### src/rtl/mdu_pkg.sv
// Shared definitions for the multiply/divide unit: op encodings, FSM states
// and the iteration bound.
package mdu_pkg;

  typedef enum logic [1:0] {
    OP_MULT  = 2'b00,
    OP_MULTU = 2'b01,
    OP_DIV   = 2'b10,
    OP_DIVU  = 2'b11
  } op_e;

  typedef enum logic [1:0] {
    S_IDLE = 2'b00,
    S_RUN  = 2'b01,
    S_FIX  = 2'b10
  } state_e;

  localparam int DEF_WIDTH = 32;

  function automatic int iter_last(input int width);
    return width - 1;
  endfunction

  localparam int ITER_LAST = iter_last(DEF_WIDTH);

endpackage

### src/rtl/mdu_negate.sv
// Conditional two's-complement negation of an N-bit value.
module mdu_negate #(
  parameter int N = 32
) (
  input  logic         neg,
  input  logic [N-1:0] x,
  output logic [N-1:0] y
);

  assign y = neg ? (~x + {{(N-1){1'b0}}, 1'b1}) : x;

endmodule

### src/rtl/mdu.sv
// Iterative multiply/divide unit with HI/LO result registers and a fixed
// latency of one radix-2 step per bit plus a sign-fix cycle.
//
// state  | meaning
// S_IDLE | waiting for start; mthi/mtlo writes accepted
// S_RUN  | one shift-add / restoring-divide step per edge
// S_FIX  | sign-correct result, write HI/LO, pulse done
module mdu
  import mdu_pkg::*;
#(
  parameter int WIDTH = DEF_WIDTH
) (
  input  logic             clk,
  input  logic             rst_n,
  input  logic             start,
  input  logic [1:0]       op,
  input  logic [WIDTH-1:0] a,
  input  logic [WIDTH-1:0] b,
  input  logic             mthi,
  input  logic             mtlo,
  input  logic [WIDTH-1:0] wdata,
  output logic             busy,
  output logic             done,
  output logic [WIDTH-1:0] hi,
  output logic [WIDTH-1:0] lo
);

  localparam int LAST = iter_last(WIDTH);
  localparam int CW   = (WIDTH > 2) ? $clog2(WIDTH) : 1;

  state_e             state;
  op_e                op_r;
  logic [CW-1:0]      cnt;
  logic               sa, sb, bz;
  logic [WIDTH-1:0]   dv;
  logic [2*WIDTH-1:0] acc;

  logic               a_sgn, b_sgn;
  logic [WIDTH-1:0]   a_mag, b_mag, quo_fix, rem_fix;
  logic [2*WIDTH-1:0] prod_fix;
  logic [WIDTH:0]     mul_sum, div_shift, div_diff;
  logic               div_take;
  logic [2*WIDTH-1:0] acc_step;

  assign a_sgn = ~op[0] & a[WIDTH-1];
  assign b_sgn = ~op[0] & b[WIDTH-1];

  mdu_negate #(.N(WIDTH))   u_neg_a    (.neg(a_sgn),   .x(a),                       .y(a_mag));
  mdu_negate #(.N(WIDTH))   u_neg_b    (.neg(b_sgn),   .x(b),                       .y(b_mag));
  mdu_negate #(.N(2*WIDTH)) u_neg_prod (.neg(sa ^ sb), .x(acc),                     .y(prod_fix));
  mdu_negate #(.N(WIDTH))   u_neg_quo  (.neg(sa ^ sb), .x(acc[WIDTH-1:0]),          .y(quo_fix));
  mdu_negate #(.N(WIDTH))   u_neg_rem  (.neg(sa),      .x(acc[2*WIDTH-1:WIDTH]),    .y(rem_fix));

  // acc holds {partial product, multiplier} for multiply, {remainder, quotient} for divide
  always_comb begin
    mul_sum   = {1'b0, acc[2*WIDTH-1:WIDTH]} + (acc[0] ? {1'b0, dv} : '0);
    div_shift = acc[2*WIDTH-1:WIDTH-1];
    div_diff  = div_shift - {1'b0, dv};
    // a zero divisor always "fits", shifting the dividend into the remainder untouched
    div_take  = bz | ~div_diff[WIDTH];
    acc_step  = '0;
    if (op_r[1]) begin
      acc_step = {(div_take ? div_diff[WIDTH-1:0] : div_shift[WIDTH-1:0]),
                  acc[WIDTH-2:0], div_take};
    end else begin
      acc_step = {mul_sum, acc[WIDTH-1:1]};
    end
  end

  always_ff @(posedge clk or negedge rst_n) begin
    if (!rst_n) begin
      state <= S_IDLE;
      op_r  <= OP_MULT;
      cnt   <= '0;
      sa    <= 1'b0;
      sb    <= 1'b0;
      bz    <= 1'b0;
      dv    <= '0;
      acc   <= '0;
      busy  <= 1'b0;
      done  <= 1'b0;
      hi    <= '0;
      lo    <= '0;
    end else begin
      done <= 1'b0;
      case (state)
        S_IDLE: begin
          if (start) begin
            op_r  <= op_e'(op);
            sa    <= a_sgn;
            sb    <= b_sgn;
            bz    <= op[1] & (b == '0);
            dv    <= op[1] ? b_mag : a_mag;
            acc   <= {{WIDTH{1'b0}}, (op[1] ? a_mag : b_mag)};
            cnt   <= '0;
            busy  <= 1'b1;
            state <= S_RUN;
          end else begin
            if (mthi) hi <= wdata;
            if (mtlo) lo <= wdata;
          end
        end
        S_RUN: begin
          acc <= acc_step;
          cnt <= cnt + CW'(1);
          if (cnt == CW'(LAST)) state <= S_FIX;
        end
        S_FIX: begin
          if (op_r[1]) begin
            hi <= rem_fix;
            lo <= bz ? '1 : quo_fix;
          end else begin
            {hi, lo} <= prod_fix;
          end
          done  <= 1'b1;
          busy  <= 1'b0;
          state <= S_IDLE;
        end
        default: state <= S_IDLE;
      endcase
    end
  end

endmodule
### config.mk
export PLATFORM = sky130hd
export DESIGN_NAME = mdu
export DESIGN_NICKNAME = d
export VERILOG_FILES = /design/src/rtl/mdu_pkg.sv /design/src/rtl/mdu_negate.sv /design/src/rtl/mdu.sv
export SDC_FILE = /design/constraint.sdc
export NUM_CORES = 1
export LEC_CHECK = 0
export BUFFER_PORTS_ARGS = -buffer_cell sky130_fd_sc_hd__clkbuf_2
export CORE_ASPECT_RATIO = 0.9
export CORE_MARGIN = 4
export CORE_UTILIZATION = 47
export DETAILED_ROUTE_END_ITERATION = 10
export PLACE_DENSITY_LB_ADDON = 0.1
export SLEW_MARGIN = 20
export SYNTH_ARGS = -nofsm -noshare
export SYNTH_HDL_FRONTEND = slang
export SYNTH_SLANG_ARGS = --single-unit
### constraint.sdc
create_clock -name clk -period 3.55 [get_ports clk]
set_input_delay 0.71 -clock clk [delete_from_list [all_inputs] [get_ports clk]]
set_output_delay 0.71 -clock clk [all_outputs]
set_load 0.02 [all_outputs]
==> out/metrics.cfg, run 1 <==
[outcome]
run_status=complete, no violations

[placement]
port_buffers=168
gp_congestion=0.970
detailed_place_hpwl_um=43500
dp_worst_setup_slack_ns=0.0812

[clock_tree]
cts_hold_repair.buffers=0
clock_path_buffers=2
clkLatencyLatePin_ns=0.46
clock_tree.htree_level_count=4
total_cts_buffers=17
cts_num_sinks=173
path_clk_slew_ns=0.08
cell_chosen_for_the_clock_root=clkbuf_16
cts_tree=done

[timing]
report.final.hold_viol_count=0
grt_setup_unrepaired=false
postLayoutSetupSlackWorst_ns=0.103
worst_pin_slew_ns=1.10
totalNegativeSetupSlack_ns=0
finalSetupViolCount=0
slew_violations=0
final.period_utilization_pct=97.1
fmax_mhz=290
slew-limit-headroom_pct=26.2
min_period_ns=3.45
finClkSkew_ns=0.0186

[setup_path]
worst_ep_arrival_time_ns=3.79
worst_ep_required_time_ns=3.89
critPathMaxFanout=20
path_cells=inv_1 -> buf_12 -> nor2_1 -> ha_1 -> and4_1 -> or4b_2 -> a211o_1 -> o2111ai_2 -> a31oi_1 -> o21bai_1 -> a211oi_1 -> o41ai_1
r2r_slack_ns=0.10
crit_path_max_incr_delay_ns=0.59
r2r_cells=12
r2r-start=acc[0]
crit_path_end_kind=register
r2r_end=acc[63]
startpoint=acc[0]
critical_path.top_delay_family=compound AO/OA/AOI/OAI gates
start_kind=register
worst-setup-path-type=register to register
cp.depth=12
timing.critical_path.buf_inv=2
critical-path-slowest-cell=or4b_2

[global_routing]
grt_antenna_before_repair=0
overflow=0
grtUsageTotal_pct=31.4
grt_first_pass_wirelength_um=85300
grt_max_degree=78
first_global_vias=14244

[final_layout]
final_nets=2268
drive_gt1_share_pct=17.0
antenna-diode-count=0
final_design_utilization_pct=55.6
areaGrowthSynthToFinish_pct=15.5
layout_common_cells=o21ai_0, nand2_1, nor2_1, dfrtp_1, a21oi_1
most_common_cell_after_layout_fill_and_taps_aside=o21ai_0

[synth]
yosysSeqAreaShare_pct=28.8
synthesis.area_sq_um=15000
asyncSetResetFlopFracSynth_pct=100
synth_enable_flop_cells=0
synth_nets=2086
synth_cell_type_count=79
syn-instance-count=1911
ys_dominant_reg_cell=dfrtp_1
synth_warnings=0
synth-seq-cells=173
synthesis.area_per_instance_sq_um=7.86

[pwr]
power.leakage_nw=7.81
irDropWorstVdd_mv=0.497
power_density_nw_per_um2=1100
design_power_total_mw=19.1

[detailed_routing]
routed_wire_length_per_instance_um=22.1
route.detailed.vias_per_inst=6.14
route.detailed.drc=0
postRouteAntennaNets=0
drt_iter0_markers=1484
drt_pass1_iterations=6
route.vias.total=15442
drt-total-wl_um=55500

[floorplanning]
chipWidth_um=196
fp-row-count=61
die_h_um=178
top_level_ports=169
initial_core_utilization_pct=48.1
core_area_sq_um=31200
fp.dieArea_sq_um=34900

[run]
max_cap_violations=0

[hold_path]
min-delay-path-class=input pin to asynchronous set/reset pin

[stage by stage]
step | cell area [sq um] | hold slack [ns] | std cells
2_1_floorplan | 15000 | 0.414 | 1911
3_3_place_gp | 16700 | 0.461 | 2483
3_5_place_dp | 16700 | 0.472 | 2483
4_1_cts | 17300 | 0.327 | 2515
5_1_grt | 17400 | 0.339 | 2515
6_report | 17400 | 0.262 | 2515
[cell type report]
type	count	area, sq um
Fill cell	3001	13900
Clock inverter	14	170
Sequential cell	173	4330
Inverter	72	270
Timing Repair Buffer	271	1670
Multi-Input combinational cell	1558	9970
Clock buffer	18	429
Tap cell	409	512
[worst reg2reg max path, cell delays in order, from the launching register on]
cell       delay (ns)
dfrtp_1          0.38
inv_1            0.12
buf_12           0.17
nor2_1           0.07
ha_1             0.38
and4_1           0.27
or4b_2           0.59
a211o_1          0.31
o2111ai_2        0.24
a31oi_1          0.17
o21bai_1         0.25
a211oi_1         0.11
o41ai_1          0.27
[cells by family (layout without fill, tap and decap cells)]
logic type,after synthesis,in the layout,synth area share [%]
simple gates,610,610,19.5
xor+xnor,171,171,9.97
buf+inv,180,375,5.14
compound gates,624,624,25.0
flops,173,173,28.8
fa+ha+maj,72,72,6.10
mux,81,81,5.54
[how the worst max path moves through the flow]
stage / endpoint / slack [ns]
finish: acc[63] / 0.10
global route: acc[53] / 0.004
CTS: acc[63] / 0.05
detailed placement: acc[63] / 0.08
global placement: acc[30] / 0.13
floorplan: acc[58] / 0.26
[registers in the layout, summed over array words and instances (netlist names)]
| name | cells |
|---|---|
| sa | 1 |
| dv | 32 |
| lo | 32 |
| op_r | 1 |
| acc | 64 |
| cnt | 5 |
| hi | 32 |
| done | 1 |
| bz | 1 |
| state | 2 |
| sb | 1 |
| busy | 1 |
[power by group]
part | switching [mW] | internal (mW) | total (mW)
combinational | 8.03 | 5.33 | 13.4
sequential | 0.906 | 2.91 | 3.82
clock | 0.953 | 1.01 | 1.96
[repair_timing]
action,4_1_cts,5_1_grt
gates resized for setup,0,7
buffers inserted,0,0
setup endpoints to repair,0,15
hold endpoints to repair,0,0
[per-layer routing]
layer  vias to the layer above  track usage [%]  routed length [um]
met1                      7393             46.8               25500
met3                        75             4.42                4530
met4                         0             8.84                1500
met2                       700             47.4               24000
li1                       7274                -                   -
met5                         -                0                   0
[Yosys cell counts (all sizes together), types with 8 or more instances]
master	count	share of area, %
nor4	17	0.85
o221ai	13	0.76
and3	17	0.72
nor2	177	4.4
or3	31	1.4
a21o	18	0.90
mux2	17	1.3
or2	8	0.33
o41ai	9	0.52
inv	72	1.8
buf	11	0.46
nand2b	14	0.58
xnor2	86	5.0
mux2i	64	4.3
nand2	194	4.8
clkbuf	96	2.7
a22oi	24	1.2
nand3	28	0.93
a21oi	169	5.6
o31ai	21	1.0
nor2b	18	0.75
nor3	41	1.4
xor2	85	5.0
o211ai	11	0.55
or4	16	0.87
dfrtp	173	29
and2	11	0.46
ha	70	5.8
o21ai	215	7.2
o22ai	37	1.5
o21a	20	1.0
a211oi	15	0.75
nand4	13	0.54
a31oi	23	0.96
Note: power is estimated with default switching activity, not from simulation.
==> run 2, diff against run 1 <==
--- a/config.mk
+++ b/config.mk
@@ -9,6 +9,7 @@
 export CORE_ASPECT_RATIO = 0.9
 export CORE_MARGIN = 4
 export CORE_UTILIZATION = 47
+export CTS_BUF_LIST = sky130_fd_sc_hd__clkbuf_4
 export DETAILED_ROUTE_END_ITERATION = 10
 export PLACE_DENSITY_LB_ADDON = 0.1
 export SLEW_MARGIN = 20
==> run 2 against run 1 <==
Die area stayed put. Sequential share of layout area rose by 0.39 points. Global-route usage down 0.28 points. The run now ends with design-rule violations left. Hold slack worse by 0.17 ns. Critical path type unchanged. Count of clock-buffer cells in the layout stayed put. Sequential power hardly changed.
==> out/metrics.cfg, run 2 (same netlist as run 1, synthesis figures left out) <==
[outcome]
run_status=finished with violations
failing_checks=design-rule violations

[setup_path]
critical_path.top_delay_family=compound AO/OA/AOI/OAI gates
path_cells=inv_1 -> buf_12 -> nor2_1 -> ha_4 -> and4_1 -> or4b_2 -> a211o_1 -> o2111ai_2 -> a31oi_1 -> o21bai_1 -> a211oi_1 -> o41ai_1
worst_ep_arrival_time_ns=3.91  ; +0.12 ns
start_kind=register
worst-setup-path-type=register to register
timing.critical_path.buf_inv=2  ; unchanged
worst_ep_required_time_ns=4.06  ; +0.17 ns
crit_path_max_incr_delay_ns=0.60  ; about the same
r2r-start=acc[0]
crit_path_end_kind=register
r2r_slack_ns=0.15  ; +0.05 ns
critical-path-slowest-cell=or4b_2
critPathMaxFanout=20  ; unchanged
startpoint=acc[0]

[final_layout]
areaGrowthSynthToFinish_pct=13.8
final_nets=2268  ; unchanged
largest_register_ff_count=64  ; unchanged
most_common_cell_after_layout_fill_and_taps_aside=o21ai_0
drive_gt1_share_pct=17.2  ; +0.19 points
fillers=3022  ; +0.70%
regMostFlops=acc
layout_common_cells=o21ai_0, nand2_1, nor2_1, dfrtp_1, a21oi_1
final_cell_area_sq_um=17100  ; -1.5%

[global_routing]
grtUsageTotal_pct=31.1  ; -0.28 points
grt_antenna_before_repair=1  ; +1
first_global_vias=14248  ; +0.028%
overflow=0  ; unchanged
grt_first_pass_wirelength_um=84700  ; -0.70%
grt_max_degree=78  ; unchanged

[detailed_routing]
route.detailed.drc=2  ; +2
drt-total-wl_um=55200  ; -0.70%
routed_wire_length_per_instance_um=21.9  ; -0.74%
drt_pass1_iterations=9  ; +3
drt_iter0_markers=1454  ; -2.0%
route.vias.total=15375  ; -0.43%
route.detailed.vias_per_inst=6.11  ; -0.47%
postRouteAntennaNets=0  ; unchanged

[pwr]
power_density_nw_per_um2=1080  ; -2.4%
design_power_total_mw=18.4  ; -3.9%
irDropWorstVdd_mv=0.423  ; -15%
power.leakage_nw=7.68  ; -1.6%

[timing]
final.period_utilization_pct=95.7  ; -1.4 points
finalSetupViolCount=0  ; unchanged
min_period_ns=3.40  ; -0.0507 ns
slew-limit-headroom_pct=25.8  ; -0.36 points
totalNegativeSetupSlack_ns=0  ; unchanged
finClkSkew_ns=0.0403  ; +0.0217 ns
fmax_mhz=294  ; +1.5%
slew_violations=0  ; unchanged
postLayoutSetupSlackWorst_ns=0.153  ; +0.0507 ns
worst_hold_slack_ns=0.0897  ; -0.173 ns
report.final.hold_viol_count=0  ; unchanged
worst_pin_slew_ns=1.11  ; +0.00535 ns

[placement]
port_buffers=168  ; unchanged
dp_worst_setup_slack_ns=0.0812  ; unchanged
gp_congestion=0.970  ; unchanged
detailed_place_hpwl_um=43500  ; unchanged
dpl-instance-area_sq_um=16700  ; unchanged

[clock_tree]
cts_num_sinks=173  ; unchanged
total_cts_buffers=17  ; unchanged
cell_chosen_for_the_clock_root=clkbuf_4
cts.repair_timing.setup_buffer_count=0  ; unchanged
clock_tree.htree_level_count=4  ; unchanged
post_cts_resize_count=0  ; unchanged
cts_tree=done
clkLatencyLatePin_ns=0.63  ; +0.17 ns
path_clk_slew_ns=0.18  ; +0.10 ns
cts_hold_repair.buffers=0  ; unchanged
clock_path_buffers=2  ; unchanged

[floorplanning]
core_area_sq_um=31200  ; unchanged
fp.dieArea_sq_um=34900  ; unchanged
chipWidth_um=196  ; unchanged
die_h_um=178  ; unchanged
initial_core_utilization_pct=48.1  ; unchanged
fp-row-count=61  ; unchanged
top_level_ports=169  ; unchanged

[run]
max_cap_violations=0  ; unchanged

[hold_path]
min-delay-path-class=input pin to asynchronous set/reset pin

-- run 2: layout make-up --
type | count | area (sq um) | share of cell area, %
Antenna cell | 1 | 2.50 | 0.0146
Clock buffer | 18 | 135 | 0.791
Clock inverter | 14 | 170 | 0.996
Inverter | 72 | 270 | 1.58
Multi-Input combinational cell | 1558 | 10000 | 58.5
Sequential cell | 173 | 4330 | 25.3
Tap cell | 409 | 512 | 2.99
Timing Repair Buffer | 271 | 1670 | 9.79
-- run 2: worst paths after layout --
path / end / depth (start not counted)
worst max-delay path: acc[63] / 12
worst min-delay path: lo[17] / 1
worst max register to register: acc[63] / 12
worst min register to register: lo[25] / 2
max in group asynchronous: cnt[4] / 2
min in group clk: hi[30] / 3
-- run 2: worst reg2reg max path, stage by stage (launching register included) --
cell       delay, ns
dfrtp_1         0.41
inv_1           0.12
buf_12          0.17
nor2_1          0.10
ha_4            0.30
and4_1          0.24
or4b_2          0.60
a211o_1         0.31
o2111ai_2       0.24
a31oi_1         0.17
o21bai_1        0.26
a211oi_1        0.11
o41ai_1         0.27
-- run 2: report_power, final --
group | switching [mW] | internal (mW) | leakage, nW
logic | 7.99 | 5.35 | 5.39
registers | 0.907 | 2.90 | 2.13
clock network | 0.851 | 0.394 | 0.160
-- run 2: layer usage --
| metal | track usage [%] | wire, um | vias up |
|---|---|---|---|
| li1 | - | - | 7267 |
| met1 | 46.2 | 25300 | 7309 |
| met2 | 46.5 | 23500 | 717 |
| met3 | 4.67 | 4740 | 82 |
| met4 | 9.66 | 1650 | 0 |
| met5 | 0 | 0 | - |
-- run 2: per-stage QoR --
stage                     util [%]  cells
final                         54.8   2516
after global routing          54.8   2516
after CTS                     54.6   2515
after detailed placement      53.6   2483
after global placement        53.6   2483
after floorplan                  -   1911
==> run 3, diff against run 2 <==
--- a/config.mk
+++ b/config.mk
@@ -6,7 +6,6 @@
 export NUM_CORES = 1
 export LEC_CHECK = 0
 export BUFFER_PORTS_ARGS = -buffer_cell sky130_fd_sc_hd__clkbuf_2
-export CORE_ASPECT_RATIO = 0.9
 export CORE_MARGIN = 4
 export CORE_UTILIZATION = 47
 export CTS_BUF_LIST = sky130_fd_sc_hd__clkbuf_4
==> run 3 against run 2 <==
Sequential cell count did not move. Critical path depth grew 1. Fmax down 2.6%. Largest cell class unchanged. Sequential power about the same. The run now ends clean. Via count down 1.2%. Largest power group unchanged. Die area is essentially flat. Register-to-register slack worse by 0.09 ns.
==> out/metrics.cfg, run 3 (same netlist as run 1, synthesis figures left out) <==
[global_routing]
overflow=0  ; unchanged
grt_antenna_before_repair=1  ; unchanged
grt_first_pass_wirelength_um=84200  ; -0.63%
first_global_vias=14369  ; +0.85%
grtUsageTotal_pct=30.4  ; -0.71 points
grt_max_degree=78  ; unchanged

[timing]
postLayoutSetupSlackWorst_ns=0.0633  ; -0.0901 ns
slew_violations=0  ; unchanged
finalSetupViolCount=0  ; unchanged
final.period_utilization_pct=98.2  ; +2.5 points
report.final.hold_viol_count=0  ; unchanged
grt_setup_unrepaired=true
slew-limit-headroom_pct=24.2  ; -1.6 points
fmax_mhz=287  ; -2.6%
finClkSkew_ns=0.0297  ; -0.0107 ns
worst_hold_slack_ns=0.0551  ; -0.0346 ns
worst_pin_slew_ns=1.14  ; +0.0272 ns
min_period_ns=3.49  ; +0.0901 ns

[final_layout]
fillers=3161  ; +4.6%
areaGrowthSynthToFinish_pct=13.6
final_design_utilization_pct=54.1  ; -0.67 points
drive_gt1_share_pct=17.5  ; +0.26 points
multi_input_area_sq_um=10000  ; +0.30%
most_common_cell_after_layout_fill_and_taps_aside=o21ai_0
layout_common_cells=o21ai_0, nand2_1, nor2_1, dfrtp_1, a21oi_1
seqCellArea_sq_um=4330  ; about the same
regMostFlops=acc
final_nets=2265  ; -0.13%
largest_register_ff_count=64  ; unchanged

[clock_tree]
cts_num_sinks=173  ; unchanged
cell_chosen_for_the_clock_root=clkbuf_4
cts_hold_repair.buffers=0  ; unchanged
clock_path_buffers=2  ; unchanged
cts_tree=done
clkLatencyLatePin_ns=0.65  ; +0.02 ns
clock_tree.htree_level_count=4  ; unchanged
total_cts_buffers=17  ; unchanged
path_clk_slew_ns=0.17  ; about the same

[pwr]
p_seq_share_pct=21.2  ; +0.5 points
clock_power_share_pct=6.5  ; -0.3 points
power_density_nw_per_um2=1060  ; -1.2%
power.leakage_nw=7.65  ; -0.43%
switchingPower_mw=9.57  ; -1.8%
power_switching_share_pct=52.8  ; -0.26 points
power.internal_mw=8.57  ; -0.83%
irDropWorstVdd_mv=0.655  ; +55%
design_power_total_mw=18.1  ; -1.4%
combPwrFrac_pct=72.3  ; -0.2 points

[detailed_routing]
drt_pass1_iterations=5  ; -4
drt_iter0_markers=1356  ; -6.7%
route.detailed.vias_per_inst=6.06  ; -0.85%
routed_wire_length_per_instance_um=21.8  ; -0.73%
drt-total-wl_um=54500  ; -1.1%
route.detailed.drc=0  ; -2
route.vias.total=15184  ; -1.2%
postRouteAntennaNets=0  ; unchanged

[run]
max_cap_violations=0  ; unchanged

[floorplanning]
core_area_sq_um=31600  ; +1.1%
fp.dieArea_sq_um=34900  ; about the same
initial_core_utilization_pct=47.6  ; -0.52 points
fp-row-count=65  ; +6.6%
top_level_ports=169  ; unchanged
die_h_um=187  ; +5.2%
chipWidth_um=187  ; -4.9%

[setup_path]
critPathMaxFanout=11  ; -45%
worst_ep_required_time_ns=4.10  ; +0.04 ns
worst_ep_arrival_time_ns=4.04  ; +0.13 ns
worst-setup-path-type=register to register
critical-path-slowest-cell=or4b_2
start_kind=register
path_cells=inv_2 -> buf_12 -> buf_12 -> nor2_1 -> ha_1 -> and4_4 -> or4b_2 -> a211o_1 -> o2111ai_2 -> a31oi_2 -> o21bai_2 -> a211oi_2 -> o41ai_2
crit_path_max_incr_delay_ns=0.58  ; -0.02 ns
crit_path_end_kind=register
timing.critical_path.mode_cell=buf_12

[hold_path]
min-delay-path-class=input pin to asynchronous set/reset pin

[placement]
dp_worst_setup_slack_ns=0.0777  ; -0.00344 ns
gp_congestion=1.03  ; +6.2%
detailed_place_hpwl_um=43200  ; -0.79%
port_buffers=168  ; unchanged

[outcome]
run_status=complete, no violations

-- run 3: metrics by stage --
step           instance area, sq um  TNS, ns  std cells
6_report                      17100        0       2506
5_1_grt                       17100  -0.0724       2506
4_1_cts                       16900        0       2501
3_5_place_dp                  16700        0       2469
3_3_place_gp                  16700        0       2469
2_1_floorplan                 15000        0       1911
-- run 3: final cells by class --
cell class,instances,area share [%]
multi-input combinational,1558,58.8
sequential,173,25.4
timing repair buffer,268,9.73
tap,402,2.95
inverter,72,1.58
clock buffer,18,0.792
clock inverter,14,0.792
antenna,1,0.0147
-- run 3: power groups by stage --
stage	registers [mW]	logic [mW]	clock network, mW
floorplan	4.05	8.40	0
global placement	3.84	12.6	0
detailed placement	3.86	12.7	0
CTS	3.81	12.8	1.21
global route	3.96	14.3	1.29
finish	3.84	13.1	1.19
-- run 3: worst paths after layout --
path / from / end / slack, ns / cells past startpoint
setup / recovery: acc[0] / acc[63] / 0.06 / 13
hold / removal: rst_n / lo[10] / 0.06 / 1
setup reg to reg: acc[0] / acc[63] / 0.06 / 13
hold reg to reg: lo[29] / lo[29] / 0.50 / 2
max in group asynchronous: rst_n / acc[29] / 2.58 / 2
min in group clk: wdata[4] / hi[4] / 0.39 / 3
-- run 3: what timing repair did --
item | CTS | global route
buffers inserted | 0 | 4
endpoints found under the hold margin | 0 | 0
gates resized for setup | 0 | 21
setup endpoints to repair | 0 | 10
-- run 3: routing by layer --
metal  vias up  track usage [%]  share of wire (%)  wire (um)
li1       7284                -                  -          -
met1      7225             43.3                 45      24800
met2       591             46.8                 44      24100
met3        84             4.81                6.7       3680
met4         0             11.0                3.5       1920
met5         -                0                  0          0
-- run 3: worst max-delay path, delay by kind of cell (launching register included) --
kind                       cells  cell delay (ns)
adders and majority gates      1             0.30
DFF                            1             0.41
AOI/OAI and AO/OA              6             1.46
buffers and inverters          3             0.35
and+or+nand+nor                3             0.86
